## config.mk

```make
export PLATFORM = sky130hd
export DESIGN_NAME = m68k_bus_master_flat
export DESIGN_NICKNAME = d
export VERILOG_FILES = /design/src/rtl/m68k_bus_master_if.sv /design/src/rtl/m68k_bus_master.sv /design/src/flat_wrapper.sv
export SDC_FILE = /design/constraint.sdc
export NUM_CORES = 1
export LEC_CHECK = 0
export CAP_MARGIN = 40
export CORE_ASPECT_RATIO = 0.6
export CORE_MARGIN = 4
export CORE_UTILIZATION = 44
export DETAILED_ROUTE_END_ITERATION = 8
export PLACE_DENSITY = 0.8
export SKIP_LAST_GASP = 1
export SLEW_MARGIN = 0
export SYNTH_ARGS = -nofsm -noshare
export SYNTH_HDL_FRONTEND = slang
export SYNTH_SLANG_ARGS = --single-unit
```

## constraint.sdc

```tcl
create_clock -name clk -period 2.2 [get_ports clk]
set_clock_uncertainty 0.1 [all_clocks]
set_input_delay 0.44 -clock clk [delete_from_list [all_inputs] [get_ports clk]]
set_output_delay 0.44 -clock clk [all_outputs]
set_load 0.03 [all_outputs]
```

## src/rtl/m68k_bus_master_if.sv

```systemverilog
// m68k_bus_master_if: request/response and 68008 bus signals of the bus-cycle initiator.
//   master modport (the initiator): req, we, addr, fc, wdata in; busy, done, status, rdata out;
//     a_out, fc_out, rw, as_n, ds_n, d_out, d_oe out; d_in, dtack_n, berr_n, vpa_n in.
//   slave modport: the requester plus bus target, all directions reversed.
interface m68k_bus_master_if #(parameter int ADDR_W = 22);
    logic              req;
    logic              we;
    logic [ADDR_W-1:0] addr;
    logic [2:0]        fc;
    logic [7:0]        wdata;
    logic              busy;
    logic              done;
    logic [1:0]        status;
    logic [7:0]        rdata;
    logic [ADDR_W-1:0] a_out;
    logic [2:0]        fc_out;
    logic              rw;
    logic              as_n;
    logic              ds_n;
    logic [7:0]        d_out;
    logic              d_oe;
    logic [7:0]        d_in;
    logic              dtack_n;
    logic              berr_n;
    logic              vpa_n;
    modport master (
        input  req, we, addr, fc, wdata, d_in, dtack_n, berr_n, vpa_n,
        output busy, done, status, rdata, a_out, fc_out, rw, as_n, ds_n, d_out, d_oe
    );
    modport slave (
        output req, we, addr, fc, wdata, d_in, dtack_n, berr_n, vpa_n,
        input  busy, done, status, rdata, a_out, fc_out, rw, as_n, ds_n, d_out, d_oe
    );
endinterface

```

## src/rtl/m68k_bus_master.sv

```systemverilog
// m68k_bus_master: 68008-style single-beat bus-cycle initiator (AS_n/DS_n/RW).
//   clk, rst : rising-edge clock, asynchronous active-high reset
//   bus      : m68k_bus_master_if.master -- request (req/we/addr/fc/wdata),
//              response (busy/done/status/rdata), bus (a_out/fc_out/rw/as_n/ds_n/
//              d_out/d_oe/d_in) and terminations (dtack_n/berr_n/vpa_n).
//   status: 00 DTACK, 01 BERR, 10 timeout, 11 VPA; published with done.
module m68k_bus_master #(
    parameter int ADDR_W         = 22,
    parameter int TIMEOUT_CYCLES = 255
) (
    input logic               clk,
    input logic               rst,
    m68k_bus_master_if.master bus
);
    localparam int TMAX = (TIMEOUT_CYCLES > 0) ? TIMEOUT_CYCLES - 1 : 0;
    localparam int CW   = (TMAX > 0) ? $clog2(TMAX + 1) : 1;

    typedef enum logic [2:0] {IDLE, ADDR, ASRT, DSTB, WAIT, END} state_t;

    state_t        state;
    logic [CW-1:0] cnt;
    logic [1:0]    sts;
    logic          timed_out;

    assign timed_out = (TIMEOUT_CYCLES > 0) && (cnt == CW'(TMAX));

    always_ff @(posedge clk or posedge rst) begin
        if (rst) begin
            state      <= IDLE;
            cnt        <= '0;
            sts        <= 2'b00;
            bus.as_n   <= 1'b1;
            bus.ds_n   <= 1'b1;
            bus.rw     <= 1'b1;
            bus.d_oe   <= 1'b0;
            bus.busy   <= 1'b0;
            bus.done   <= 1'b0;
            bus.status <= 2'b00;
            bus.rdata  <= 8'h00;
            bus.a_out  <= '0;
            bus.fc_out <= 3'b000;
            bus.d_out  <= 8'h00;
        end else begin
            bus.done <= 1'b0;
            case (state)
                IDLE: begin
                    // data hold from a preceding write ends here
                    bus.d_oe <= 1'b0;
                    bus.rw   <= 1'b1;
                    if (bus.req) begin
                        bus.a_out  <= ADDR_W'(bus.addr);
                        bus.fc_out <= bus.fc;
                        bus.rw     <= ~bus.we;
                        bus.d_out  <= bus.wdata;
                        bus.busy   <= 1'b1;
                        state      <= ADDR;
                    end
                end
                ADDR: state <= ASRT;
                ASRT: begin
                    bus.as_n <= 1'b0;
                    cnt      <= '0;
                    if (bus.rw) begin
                        bus.ds_n <= 1'b0;
                        state    <= WAIT;
                    end else begin
                        bus.d_oe <= 1'b1;
                        state    <= DSTB;
                    end
                end
                DSTB: begin
                    bus.ds_n <= 1'b0;
                    state    <= WAIT;
                end
                WAIT: begin
                    // status is staged in sts so the visible status only changes with done
                    state <= END;
                    if (!bus.berr_n) begin
                        sts <= 2'b01;
                    end else if (!bus.dtack_n) begin
                        sts <= 2'b00;
                        if (bus.rw) bus.rdata <= bus.d_in;
                    end else if (!bus.vpa_n) begin
                        sts <= 2'b11;
                    end else if (timed_out) begin
                        sts <= 2'b10;
                    end else begin
                        state <= WAIT;
                        cnt   <= cnt + 1'b1;
                    end
                end
                END: begin
                    bus.as_n   <= 1'b1;
                    bus.ds_n   <= 1'b1;
                    bus.done   <= 1'b1;
                    bus.busy   <= 1'b0;
                    bus.status <= sts;
                    state      <= IDLE;
                end
                default: state <= IDLE;
            endcase
        end
    end
endmodule
```

## src/flat_wrapper.sv

```systemverilog
// flat-port wrapper written by rule: the top's interface ports become plain ports
module m68k_bus_master_flat 
#(
    parameter int ADDR_W         = 22,
    parameter int TIMEOUT_CYCLES = 255
)
  (clk, rst, bus_req, bus_we, bus_addr, bus_fc, bus_wdata, bus_d_in, bus_dtack_n, bus_berr_n, bus_vpa_n, bus_busy, bus_done, bus_status, bus_rdata, bus_a_out, bus_fc_out, bus_rw, bus_as_n, bus_ds_n, bus_d_out, bus_d_oe);
  m68k_bus_master_if #(.ADDR_W(ADDR_W)) bus_i ();
  input logic clk;
  input logic rst;
  input wire logic [$bits(bus_i.req)-1:0] bus_req;
  input wire logic [$bits(bus_i.we)-1:0] bus_we;
  input wire logic [$bits(bus_i.addr)-1:0] bus_addr;
  input wire logic [$bits(bus_i.fc)-1:0] bus_fc;
  input wire logic [$bits(bus_i.wdata)-1:0] bus_wdata;
  input wire logic [$bits(bus_i.d_in)-1:0] bus_d_in;
  input wire logic [$bits(bus_i.dtack_n)-1:0] bus_dtack_n;
  input wire logic [$bits(bus_i.berr_n)-1:0] bus_berr_n;
  input wire logic [$bits(bus_i.vpa_n)-1:0] bus_vpa_n;
  output wire logic [$bits(bus_i.busy)-1:0] bus_busy;
  output wire logic [$bits(bus_i.done)-1:0] bus_done;
  output wire logic [$bits(bus_i.status)-1:0] bus_status;
  output wire logic [$bits(bus_i.rdata)-1:0] bus_rdata;
  output wire logic [$bits(bus_i.a_out)-1:0] bus_a_out;
  output wire logic [$bits(bus_i.fc_out)-1:0] bus_fc_out;
  output wire logic [$bits(bus_i.rw)-1:0] bus_rw;
  output wire logic [$bits(bus_i.as_n)-1:0] bus_as_n;
  output wire logic [$bits(bus_i.ds_n)-1:0] bus_ds_n;
  output wire logic [$bits(bus_i.d_out)-1:0] bus_d_out;
  output wire logic [$bits(bus_i.d_oe)-1:0] bus_d_oe;
  assign bus_i.req = bus_req;
  assign bus_i.we = bus_we;
  assign bus_i.addr = bus_addr;
  assign bus_i.fc = bus_fc;
  assign bus_i.wdata = bus_wdata;
  assign bus_i.d_in = bus_d_in;
  assign bus_i.dtack_n = bus_dtack_n;
  assign bus_i.berr_n = bus_berr_n;
  assign bus_i.vpa_n = bus_vpa_n;
  assign bus_busy = bus_i.busy;
  assign bus_done = bus_i.done;
  assign bus_status = bus_i.status;
  assign bus_rdata = bus_i.rdata;
  assign bus_a_out = bus_i.a_out;
  assign bus_fc_out = bus_i.fc_out;
  assign bus_rw = bus_i.rw;
  assign bus_as_n = bus_i.as_n;
  assign bus_ds_n = bus_i.ds_n;
  assign bus_d_out = bus_i.d_out;
  assign bus_d_oe = bus_i.d_oe;
  m68k_bus_master #(.ADDR_W(ADDR_W), .TIMEOUT_CYCLES(TIMEOUT_CYCLES)) u_core (.clk(clk), .rst(rst), .bus(bus_i));
endmodule
```

# Yosys cells after proc, flatten, opt, wreduce, memory -nomap -nowiden
# Cells that the tools add are included.
word_totals:
  inputBits: 48
  elab_cells: 69
  register_bits: 62
  out_inout_bits: 49
classes:
  eq_ne: 14
  n_bitwise: 2
  n_reduce_logical: 13
  add_sub_neg: 1
  mux: 25
ops:
  columns: ["op", "count"]
  rows:
  - ["$mux W8", 4]
  - ["$pmux W8 S2", 1]
  - ["$mux W3", 5]
  - ["$pmux W3 S5", 1]
  - ["$ne A2 B2 Y1 const B", 6]
  - ["$reduce_and A2 Y1", 5]
  - ["$add A8 B1 Y8 const B", 1]
  - ["$eq A8 B8 Y1 const B", 1]
  - ["$mux W2", 4]
  - ["$reduce_bool A2 Y1", 4]
  - ["$eq A3 B2 Y1 const B", 2]
  - ["$eq A3 B3 Y1 const B", 2]
  - ["$mux W1", 6]
  - ["$pmux W1 S2", 3]
  - ["$reduce_and A5 Y1", 1]
  - ["$ne A4 B3 Y1 const B", 1]
  - ["$reduce_and A4 Y1", 1]
  - ["$eq A3 B1 Y1 const B", 1]
  - ["$logic_not A3 Y1", 1]
  - ["$pmux W1 S3", 1]
  - ["$reduce_bool A3 Y1", 1]
  - ["$ne A2 B1 Y1 const B", 1]
  - ["$not A1 Y1", 2]

# Depth between registers and ports, before layout
logic_depth:
  ltp_word: 6
  mapped_depth: 6
  depth_no_buf: 6

# Worst setup path before layout
# OpenSTA, ideal clock, no wires.
synth_path:
  path_type: "register -> register"
  start: "register u_core.state[0]"
  end: "register u_core.bus.rdata[0]"
  setup_ns: 0.125
  required_time_ns: 1.975
  synth_period_minus_slack_ns: 1.891
  path_stages_with_launch: 6
  setup_slack_ns: 0.309
  path_buffers: 2
  arrival_ns: 1.666
  path_cell_list: "dfrtp_1 -> buf_6 -> or3b_1 -> buf_6 -> nor3_4 -> mux2_2"
synth_between:
  elab_chain_cells: 2
synth_rtl:
  columns: ["element", "line", "text"]
  rows:
  - ["from (decl)", "m68k_bus_master.sv:20", "state_t state;"]
  - ["from (signal assigned)", "m68k_bus_master.sv:29", "state <= IDLE;"]
  - ["from (signal assigned)", "m68k_bus_master.sv:56", "state <= ADDR;"]
  - ["from (signal assigned)", "m68k_bus_master.sv:59", "ADDR: state <= ASRT;"]
  - ["$eq A3 B3 Y1", "m68k_bus_master.sv:45", "case (state)"]
  - ["$reduce_and A4 Y1 (no source line)", null, null]
  - ["to (signal assigned)", "m68k_bus_master.sv:82", "if (bus.rw) bus.rdata <= bus.d_in;"]
  - ["to (decl)", "m68k_bus_master_if.sv:28", "output busy, done, status, rdata, a_out, fc_out, rw, as_n, ds_n, d_out, d_oe"]
# Every way passes these cells.
# A chain may end at the register's enable or synchronous reset.

# Final worst setup path
layout_path:
  start: "register u_core.bus.ds_n"
  end: "output bus_ds_n"
layout_rtl:
  columns: ["element", "line", "text"]
  rows:
  - ["from (decl)", "m68k_bus_master_if.sv:28", null]
  - ["from (signal assigned)", "m68k_bus_master.sv:33", "bus.ds_n <= 1'b1;"]
  - ["from (signal assigned)", "m68k_bus_master.sv:64", "bus.ds_n <= 1'b0;"]
  - ["from (signal assigned)", "m68k_bus_master.sv:72", "bus.ds_n <= 1'b0;"]
  - ["to (decl)", "flat_wrapper.sv:28", "output wire logic [$bits(bus_i.ds_n)-1:0] bus_ds_n;"]
# No word-level cell between the ends.

==> reports/qor.txt <==
Crit path buf inv count - 1
HPWL Detailed - 4240 µm
CTS max path bufs - 2
Area growth from synthesis to layout - 52.0%
Maxcap violations - 0
Die Y - 67.2 µm
Cell Rows - 21
Hold Path Class - flip-flop to flip-flop
Max-slew violations - 0
Setup crit start - u_core.bus.ds_n
Routed len/inst - 15.0 µm
Slowest stage delay, CP - 0.69 ns
Post-route ant nets - 0
H-tree depth - 3
Overall die width - 107 µm
CP max stage cell - clkdlybuf4s50_1
Highest Clock Rate - 0.474 GHz
Area of the mapped netlist - 2570 µm²
Clock sink total - 62
Synth top area cells - dfrtp_1 57%, mux2_2 19%, dfstp_2 3.1%, a21oi_1 1.9%, nand2_1 1.8%
CTS Buf Count - 9
Setup TNS - 0 ns
Final worst path period need - 2.11 ns
Primary FF master, synth - dfrtp_1
Crit Path Max Fanout - 3
Drt drc - 0
Port-buffer cells - 96
Top-area cell type share of the netlist area - 57.4%
1st-iter DRT viols - 49
Worst slew pin tran - 0.534 ns
Setup-failing EPs final - 0
Vias - 1897
TritonRoute pass-1 iters - 4
Die area - 7170 µm²
Cells after synthesis - 193
First-pass GRT wire length - 9540 µm
I/O Pins - 97
Core area - 5620 µm²
GP Congestion - 0.795
Reg-to-reg startpoint - u_core.state[0]
Initial antenna violation count - 0
Pwr/cell area - 1580 nW/µm²
Nets - 351
Startpoint types - flip-flop
Hold Vio Cnt, Final - 0
Finished Core Util - 69.5%
Avg Cell Area, Syn - 13.3 µm²
Fraction of layout cells with a size suffix above 1 - 24.5%
EDFF count, synth - 0
Unrepaired setup endpoints after global routing - false
Largest net degree at the start of global routing - 63
Worst skew pair latency - 0.33 ns
Final worst-path setup slack - 0.0917 ns
Routed WL - 5780 µm
Syn nets - 243
ANT cells - 0
Area leader, netlist - dfrtp_1
Vias in the first global route - 1969
Critical path, cell by cell - clkdlybuf4s50_1
Cell variety after synth - 36
Post-synth top cells - 59 x dfrtp_1, 43 x mux2_2, 12 x nand2_1
WP data arrival - 1.57 ns
Gr usage total - 17.4%
Maximum vdd drop - 0.875 mV
Sequential share of the synthesized area - 60.5%
Asr flop ratio synth - 100%
Most frequent cell after synthesis - dfrtp_1
CTS tree - done
Critical path class - flip-flop to output port
Overall power - 6170 µW
CTS Root Buffer Type - clkbuf_8
CTS clock-pin slew for the worst setup and hold paths - 0.07 ns
Vias/cell - 4.91
Pre-CTS setup slack - 0.0629 ns
Status - finished clean
Crit end category - output port
Worst hold start - u_core.bus.as_n
Starting density of the core - 45.7%
Global route overflow - 0
Critical Path RT - 1.66 ns
Yosys warning count - 0
Slew headroom - 64.1%
Final worst path period share - 95.8%
CP top delay family - buffers and inverters
Leak pwr - 0.00162 µW
#FFs+latches synth - 62
## where the power goes
group	switching (µW)	internal, µW	total, µW
Clock	437	699	1140
Sequential	272	1680	1950
Combinational	1630	1450	3090
## through the flow
stage          cells  cell area (µm²)  hold slack (ns)
2_1_floorplan    193             2570            0.356
3_3_place_gp     370             3680            0.348
3_5_place_dp     370             3680            0.360
4_1_cts          386             3910            0.370
5_1_grt          386             3910            0.389
6_report         386             3910            0.371
## registers in the layout, summed over array words and instances (netlist names)
register / count
u_core.bus.rdata: 8
u_core.bus.busy: 1
u_core.bus.ds_n: 1
u_core.state: 3
u_core.bus.fc_out: 3
u_core.cnt: 8
u_core.bus.a_out: 22
u_core.bus.as_n: 1
u_core.bus.d_oe: 1
u_core.bus.d_out: 8
u_core.sts: 2
u_core.bus.status: 2
u_core.bus.done: 1
u_core.bus.rw: 1
## cell usage in the layout (no fill, tap or decap), types with 2 or more instances in the layout
cell type	synthesis	routed
a21oi_1	10	10
and2_1	3	3
and4_1	2	2
buf_12	0	3
buf_4	3	6
bufinv_16	0	2
clkbuf_8	0	11
clkdlybuf4s50_1	0	95
dfrtp_1	59	59
dfstp_2	3	3
ha_1	2	2
inv_1	5	4
mux2_2	43	43
mux2i_1	4	4
nand2_1	12	12
nand3_1	3	3
nand4_1	2	2
nor2_1	11	11
nor3_1	2	2
o21ai_0	4	4
o31ai_1	2	2
or3_1	2	2
## routing by layer
| layer | part of all wire (%) | routed length, µm | up-vias | global-route usage, % |
|---|---|---|---|---|
| met5 | 0 | 0 | - | 0 |
| met4 | 0.52 | 30 | 0 | 4.31 |
| met3 | 12 | 702 | 4 | 10.6 |
| met2 | 42 | 2410 | 92 | 25.5 |
| met1 | 46 | 2640 | 899 | 21.9 |
| li1 | - | - | 902 | - |
## logic make-up (layout without fill, tap and decap cells)
logic type,Yosys count,after routing,synth area share (%)
AOI/OAI and AO/OA,23,23,5.35
and+or+nand+nor,46,46,9.78
DFF,62,62,60.5
adders and majority gates,2,2,0.973
muxes,47,47,20.4
buffers and inverters,13,126,3.06
## final cells by class
class	instances	area, µm²
fill	429	1710
sequential	62	1560
timing repair buffer	105	1060
multi-input combinational	118	938
clock buffer	11	151
tap	80	100
clock inverter	5	81.3
inverter	5	18.8
## final timing paths
path,to,slack (ns),depth (start not counted)
worst max-delay path,bus_ds_n,0.09,1
worst max register to register,u_core.cnt[3],0.32,5
worst min register to register,u_core.bus.as_n,0.37,2
min in group asynchronous,u_core.bus.a_out[17],0.38,3
max in group asynchronous,u_core.bus.ds_n,1.30,3
worst min-delay path,u_core.bus.as_n,0.37,2
## repair_timing
item | 4_1_cts | 5_1_grt
setup endpoints to repair | 1 | 0
gates resized for setup | 1 | 0
hold buffers | 0 | 0
setup buffers | 0 | 0
Power figures use the tool's default switching activity.
